==> config.mk <==
export PLATFORM = sky130hd
export DESIGN_NAME = parallel2serial_tx
export DESIGN_NICKNAME = d
export VERILOG_FILES = /design/src/rtl/parallel2serial_tx.sv
export SDC_FILE = /design/constraint.sdc
export NUM_CORES = 1
export LEC_CHECK = 0
export BUFFER_PORTS_ARGS = -buffer_cell sky130_fd_sc_hd__buf_4
export CORE_UTILIZATION = 56
export DETAILED_ROUTE_END_ITERATION = 12
export MAX_ROUTING_LAYER = met4
export PLACE_DENSITY = 0.82
export SLEW_MARGIN = 15
export SYNTH_ARGS = -nofsm -noshare
export SYNTH_HDL_FRONTEND = slang
export SYNTH_SLANG_ARGS = --single-unit
==> constraint.sdc <==
create_clock -name clk -period 2.9 [get_ports clk]
set_clock_uncertainty 0.05 [all_clocks]
set_input_delay 0.145 -clock clk [delete_from_list [all_inputs] [get_ports clk]]
set_output_delay 0.145 -clock clk [all_outputs]
set_load 0.03 [all_outputs]
==> src/rtl/parallel2serial_tx.sv <==
// parallel2serial_tx: buffers 4-bit words in a small FIFO and sends them as
// continuous 4-bit groups on srl, LSB first, one bit per clk. The group
// phase starts at reset release. When no word is ready at a group boundary,
// the module sends IDLE_WORD so the downstream 4-cycle demux stays aligned.
// Optional feature macro: P2S_UNDERRUN_CNT_EN adds a saturating count of
// idle groups caused by an empty FIFO.
module parallel2serial_tx #(
  parameter int         FIFO_DEPTH = 4,
  parameter logic [3:0] IDLE_WORD  = 4'b0000
) (
  input  logic                          clk,
  input  logic                          rst,
  input  logic [3:0]                    in_data,
  input  logic                          in_valid,
  output logic                          in_ready,
  output logic                          srl,
  output logic                          sym_start,
  output logic [$clog2(FIFO_DEPTH):0]   fifo_level
`ifdef P2S_UNDERRUN_CNT_EN
  ,
  output logic [7:0]                    underrun_cnt
`endif
);

  localparam int AW = $clog2(FIFO_DEPTH);
  localparam int LW = AW + 1;
  localparam logic [LW-1:0] FULL_LEVEL = LW'(FIFO_DEPTH);

  logic [3:0]    mem_q [FIFO_DEPTH];
  logic [AW-1:0] wrPtr_q, wrPtr_d;
  logic [AW-1:0] rdPtr_q, rdPtr_d;
  logic [LW-1:0] level_q, level_d;
  logic [1:0]    ph_q, ph_d;
  logic [3:0]    sh_q, sh_d;
  logic          srl_q, srl_d;

  logic          push;
  logic          pop;
  logic          fifoEmpty;
  logic [3:0]    headWord;

  // A word written at a phase-3 edge is not yet in level_q, so it cannot be
  // popped at that same edge; that group goes out idle instead.
  assign fifoEmpty = (level_q == '0);
  assign in_ready  = (level_q != FULL_LEVEL);
  assign push      = in_valid && in_ready;
  assign pop       = (ph_q == 2'd3) && !fifoEmpty;
  assign headWord  = mem_q[rdPtr_q];

  assign srl        = srl_q;
  assign sym_start  = (ph_q == 2'd0);
  assign fifo_level = level_q;

  // FIFO pointer and occupancy bookkeeping. Level is kept separately so
  // that full and empty are never confused when the pointers are equal.
  always_comb begin
    wrPtr_d = wrPtr_q;
    rdPtr_d = rdPtr_q;
    level_d = level_q;
    if (push) begin
      wrPtr_d = wrPtr_q + AW'(1);
    end
    if (pop) begin
      rdPtr_d = rdPtr_q + AW'(1);
    end
    case ({push, pop})
      2'b10:   level_d = level_q + LW'(1);
      2'b01:   level_d = level_q - LW'(1);
      default: level_d = level_q;
    endcase
  end

  // Phase sequencing: step through the current group, then load the next
  // word (or the idle word) at the last bit of the group.
  always_comb begin
    ph_d  = ph_q + 2'd1;
    sh_d  = sh_q;
    srl_d = sh_q[ph_q + 2'd1];
    if (ph_q == 2'd3) begin
      if (pop) begin
        sh_d  = headWord;
        srl_d = headWord[0];
      end else begin
        sh_d  = IDLE_WORD;
        srl_d = IDLE_WORD[0];
      end
    end
  end

  // Control and datapath registers; reset discards any queued words and
  // restarts with an idle group at phase 0.
  always_ff @(posedge clk or posedge rst) begin
    if (rst) begin
      wrPtr_q <= '0;
      rdPtr_q <= '0;
      level_q <= '0;
      ph_q    <= 2'd0;
      sh_q    <= IDLE_WORD;
      srl_q   <= IDLE_WORD[0];
    end else begin
      wrPtr_q <= wrPtr_d;
      rdPtr_q <= rdPtr_d;
      level_q <= level_d;
      ph_q    <= ph_d;
      sh_q    <= sh_d;
      srl_q   <= srl_d;
    end
  end

  // FIFO storage; contents need no reset because level_q governs validity.
  always_ff @(posedge clk) begin
    if (push) begin
      mem_q[wrPtr_q] <= in_data;
    end
  end

`ifdef P2S_UNDERRUN_CNT_EN
  logic [7:0] underrun_q, underrun_d;

  assign underrun_cnt = underrun_q;

  // Count group boundaries that had to fall back to the idle word,
  // saturating so that long idle stretches never wrap to a small value.
  always_comb begin
    underrun_d = underrun_q;
    if ((ph_q == 2'd3) && fifoEmpty && (underrun_q != 8'hFF)) begin
      underrun_d = underrun_q + 8'd1;
    end
  end

  // Underrun counter register, cleared only by reset.
  always_ff @(posedge clk or posedge rst) begin
    if (rst) begin
      underrun_q <= 8'd0;
    end else begin
      underrun_q <= underrun_d;
    end
  end
`endif

endmodule
# Word level (Yosys, flattened, before mapping)

Memories as Yosys holds them, arrays and structs flattened.
Index checks and enable logic that the tools add are counted.

Register bits after elaboration: 14
Memory bits (writable): 16
Input port bits: 7
Output and inout bits: 6
Word-level logic and storage cells: 31
Memories kept: 1

Memory list:

| name  | words | bits a word | read ports | clocked after memory_dff | write ports | line | RTL |
|---|---|---|---|---|---|---|---|
| mem_q | 4     | 4           | 1          | 0                        | 1           | 29   | `logic [3:0] mem_q [FIFO_DEPTH];` |

Add/subtract/negate cells: 5
Magnitude comparators: 1
Eq/ne operators: 4
Multiplexer cells: 8
Reduce and logical (&&, ||, !) cells: 6

Operators with widths:

| kind                                                       | number |
|---|---|
| adder 2 x 1 -> 2 bit, second input constant                | 3 |
| one-hot mux 3 bit (2 select lines)                         | 1 |
| 2-to-1 mux 1 bit                                           | 5 |
| == test 2 bit, second input constant                       | 2 |
| 2-to-1 mux 4 bit                                           | 1 |
| adder 3 x 1 -> 3 bit, second input constant                | 1 |
| zero test 3 bit                                            | 1 |
| less-than comparator 2 x 3 -> 1 bit, second input constant | 1 |
| inequality test 3 bit, second input constant               | 1 |
| subtractor 3 x 1 -> 3 bit, second input constant           | 1 |
| binary-select mux 1 bit (select 2 bit)                     | 1 |
| == test 2 x 1 -> 1 bit, second input constant              | 1 |
| logical AND 1 bit                                          | 2 |
| zero test 2 bit                                            | 1 |
| nonzero test 2 bit                                         | 1 |
| zero test 1 bit                                            | 1 |

# Depth between registers and ports, before layout

Depth after elaboration: 5
Gate-level depth with buffers: 9
Gate-level depth less buffers: 9

# Least setup slack after synthesis

OpenSTA, ideal clock, no wires.

Path kind: flip-flop to flip-flop
From: register level_q[2] (netlist: fifo_level[2])
To: register level_q[2] (netlist: fifo_level[2])
Library setup time: 0.080 ns
Arrival time: 2.232 ns
Required time: 2.770 ns
Slack: 0.537 ns
Stages on the path, launching flop included: 10
Buffers on the path: 0
Clock period less this slack: 2.363 ns
Cells stage by stage: dfrtp_1 or3b_4 and2_4 inv_1 ha_1 inv_1 fa_1 xor2_1 nor2_1 xor2_1

Elaborated cells on any way between the ends: 11
Classes of those cells: add/sub (2); eq/ne (3); mux (1); reduce/logical (5)

RTL lines:

| item                                                                     | line | RTL |
|---|---|---|
| start, declared                                                          | 32   | `logic [LW-1:0] level_q, level_d;` |
| start signal, assigned                                                   | 103  | `level_q <= level_d;` |
| inequality test 3 bit *                                                  | 45   | `assign in_ready = (level_q != FULL_LEVEL);` |
| via in_ready                                                             | 15   | `output logic in_ready,` |
| logical AND 1 bit *                                                      | 46   | `assign push = in_valid && in_ready;` |
| == test 2 x 1 -> 1 bit or == test 2 bit (tied branches)                  | 66   | `case ({push, pop})` |
| one-hot mux 3 bit (2 select lines) or nonzero test 2 bit (tied branches) | --   |  |

The timed path passes the listed nets; every way through them passes the cells marked *.
A chain may end at the register's enable or synchronous reset.

# Worst setup path in the final report

From: register level_q[0] (netlist: fifo_level[0])
To: register level_q[2] (netlist: fifo_level[2])

Cells in the longest elaborated chain, start to end: 5
Elaborated cells on any way between the ends: 11
Classes of those cells: add/sub (2); eq/ne (3); mux (1); reduce/logical (5)

RTL lines:

| item                                                                     | line | RTL |
|---|---|---|
| zero test 3 bit                                                          | 44   | `assign fifoEmpty = (level_q == '0);` |
| zero test 1 bit                                                          | 47   | `assign pop = (ph_q == 2'd3) && !fifoEmpty;` |
| logical AND 1 bit                                                        | 47   |  |
| == test 2 x 1 -> 1 bit or == test 2 bit (tied branches)                  | 66   |  |
| one-hot mux 3 bit (2 select lines) or nonzero test 2 bit (tied branches) | --   |  |

Parallel ways exist; a longest one is shown, timed or not.

==> run_results.csv <==
group,metric,value,unit
cells_and_area,fin_nets,122,
place,port_buffers,12,
clock_network,cts.root.buffer_cell,"clkbuf_4",
place,dp_hpwl,1.42,mm
synthesis,netlist_area,0.00130,sq mm
timing,relSlewSlack,0.621,
critical_path,crit_path_start_kind,"flip-flop",
critical_path,path_class,"reg -> reg",
route,wl_per_cell,14.4,microns
critical_path,crit_required,3.10,ns
min_path,min_path_type,"in -> reg",
floorplanning,die_x,50.1,microns
synthesis,synth_top_cell_by_area,"edfxtp_1",
route,vias,704,
cells_and_area,mostFrequentLayoutCell,"edfxtp_1",
clock_network,tritoncts,"yes",
timing,clock.fmax,0.439,GHz
global_route,gr-usage-all-layers,0.204,
route,avgViaCountPerCell,5.18,
critical_path,end_kind,"flip-flop",
cells_and_area,nFillCells,153,
synthesis,synth.avg_cell_area,15.3,sq um
synthesis,syn_nets,100,
floorplanning,initial_utilization,0.592,
global_route,grt_overflow,0,
clock_network,clock-sinks,30,
timing,final.setup.tns,0,ns
clock_network,clock_path_buffers,2,
power_and_ir_drop,p_per_area,902,mW/mm^2
clock_network,htreeDepth,2,
cells_and_area,area_growth,16.7,%
synthesis,yosysWarningCount,0,
route,ant_nets,0,
cells_and_area,final_area,0.00151,sq mm
floorplanning,num_rows,17,
outcome,outcome,"complete, no violations",
timing,slew_violations,0,
cells_and_area,layout_common_cells,"edfxtp_1 (16), inv_1 (14), dfrtp_1 (14), buf_4 (12), ha_1 (7)",
clock_network,cts-buffers-inserted,5,
power_and_ir_drop,share_comb_of_total_power,0.333,
critical_path,worstPathArrival,2.48,ns
power_and_ir_drop,clkPwrFrac,0.165,
floorplanning,io_pins,13,
job,drv_cap,0,
route,dr.pass1.iters,2,
power_and_ir_drop,ir_drop,0.666,mV
critical_path,path_delay_family,"simple AND/OR/NAND/NOR gates",
cells_and_area,multi_input_area,405,sq um
synthesis,synth-seq-cells,30,
floorplanning,die-area,0.00251,sq mm
timing,finalHoldViolations,0,
global_route,grt_antenna_before_repair,0,
synthesis,synthTopCellsByArea,"edfxtp_1 (37%), dfrtp_1 (27%), mux4_2 (8.7%)",
timing,rsz0062_at_grt,"false",
place,gp_congestion,0.754,
power_and_ir_drop,power_frac_seq,0.501,
power_and_ir_drop,switchingPower,459,uW
global_route,grt_pass1_wl,3.41,mm
floorplanning,dieHeight,50.1,microns
synthesis,netlist_instances,85,
cells_and_area,final_layout_size_suffix_gt1_frac,0.287,
clock_network,insertion_delay,0.32,ns
timing,period_minus_slack,2.28,ns
cells_and_area,regArea,831,sq um
critical_path,critPathMaxFanout,6,
synthesis,ys_types,19,
critical_path,crit_buf_inv,2,
critical_path,path_cells,"or3b_4, and2_4, inv_1, ha_1, inv_1, fa_1, xor2_1, nor2_1, xor2_1",
route,drc,0,
timing,worst_slew_pin_slew,0.568,ns
timing,finalSetupViolCount,0,
critical_path,critPathSlowestCell,"dfrtp_1",
place,placed_area,0.00141,sq mm
global_route,grt_max_degree,15,
power_and_ir_drop,internal_power,908,uW
synthesis,synth_top_area_frac,0.370,
timing,period_share,0.786,
cells_and_area,diodes,0,
critical_path,cpPeakStageDelay,0.45,ns
power_and_ir_drop,switching_share,0.336,
floorplanning,core_area,0.00219,sq mm
route,routed_wl,1.96,mm
global_route,grt_pass1_vias,782,
route,drt-initial-drc-count,7,
power_and_ir_drop,leakage,0.000658,uW
synthesis,ys_seq_area_frac,0.640,
clock_network,cts.clk_slew.worst_paths,0.09,ns
power by group through the flow:
stage | Clock (uW) | Combinational [uW] | Sequential (uW)
6_report | 226 | 455 | 685
5_1_grt | 254 | 495 | 705
4_1_cts | 232 | 461 | 687
3_5_place_dp | 0 | 450 | 696
3_3_place_gp | 0 | 439 | 688
2_1_floorplan | 0 | 299 | 712
what timing repair did:
item | 4_1_cts | 5_1_grt
setup endpoints to repair | 0 | 0
hold buffers | 5 | 0
buffers inserted | 0 | 0
gates resized for setup | 0 | 0
hold endpoints to repair | 30 | 0
tightest hold or removal path, cell delays in order:
cell	delay, ns
buf_4	0.10
and2_4	0.15
xnor2_1	0.07
flip-flops by register name (all words and copies together) (netlist names):
| register | cells |
|---|---|
| sh_q | 4 |
| ph_q | 2 |
| fifo_level | 3 |
| mem_q | 16 |
| srl | 1 |
| wrPtr_q | 2 |
| rdPtr_q | 2 |
stage by stage:
step	hold WS, ns	setup slack, ns	total power [uW]	util	instances
4_1_cts	0.127	0.615	1380	0.691	136
5_1_grt	0.121	0.438	1450	0.691	136
3_5_place_dp	0.178	0.631	1150	0.645	123
6_report	0.132	0.622	1370	0.691	136
2_1_floorplan	-0.0158	0.537	1010	-	85
3_3_place_gp	0.165	0.733	1130	0.645	123
path summary, 6_finish.rpt:
path	start	end	slack (ns)	cells after the start
worst max-delay path	fifo_level[0]	fifo_level[2]	0.62	9
worst min-delay path	in_valid	wrPtr_q[0]	0.13	3
worst max register to register	fifo_level[0]	fifo_level[2]	0.62	9
worst min register to register	fifo_level[2]	fifo_level[2]	0.47	1
max in group asynchronous	rst	wrPtr_q[1]	2.05	3
min in group asynchronous	rst	sh_q[1]	0.38	3
synthesized netlist by cell type (all sizes together):
master,instances
edfxtp,16
dfrtp,14
inv,14
ha,7
mux4,5
nand2,5
o21ai,5
and3,4
xnor2,3
xor2,3
and2,1
buf,1
clkbuf,1
fa,1
mux2,1
mux2i,1
nor2,1
o31a,1
or3b,1
cell type report:
class	count	area share
clock buffer	6	0.0273
clock inverter	2	0.00579
inverter	14	0.0347
multi-input combinational	39	0.268
sequential	30	0.549
tap	28	0.0231
timing repair buffer	17	0.0926
kinds of logic after synthesis:
kind of cell    after synthesis  share of synthesized area
buf+inv                      16                     0.0472
fa+ha+maj                     8                     0.0829
xor+xnor                      6                     0.0405
simple gates                 12                     0.0559
flops                        30                      0.640
mux                           7                      0.106
compound gates                6                     0.0270
metal layers:
metal	GRT usage	part of all wire
met1	0.222	0.43
met2	0.327	0.51
met3	0.0818	0.040
met4	0.0905	0.026
met5	-	0
No activity file was read; power rests on OpenSTA's default activity.
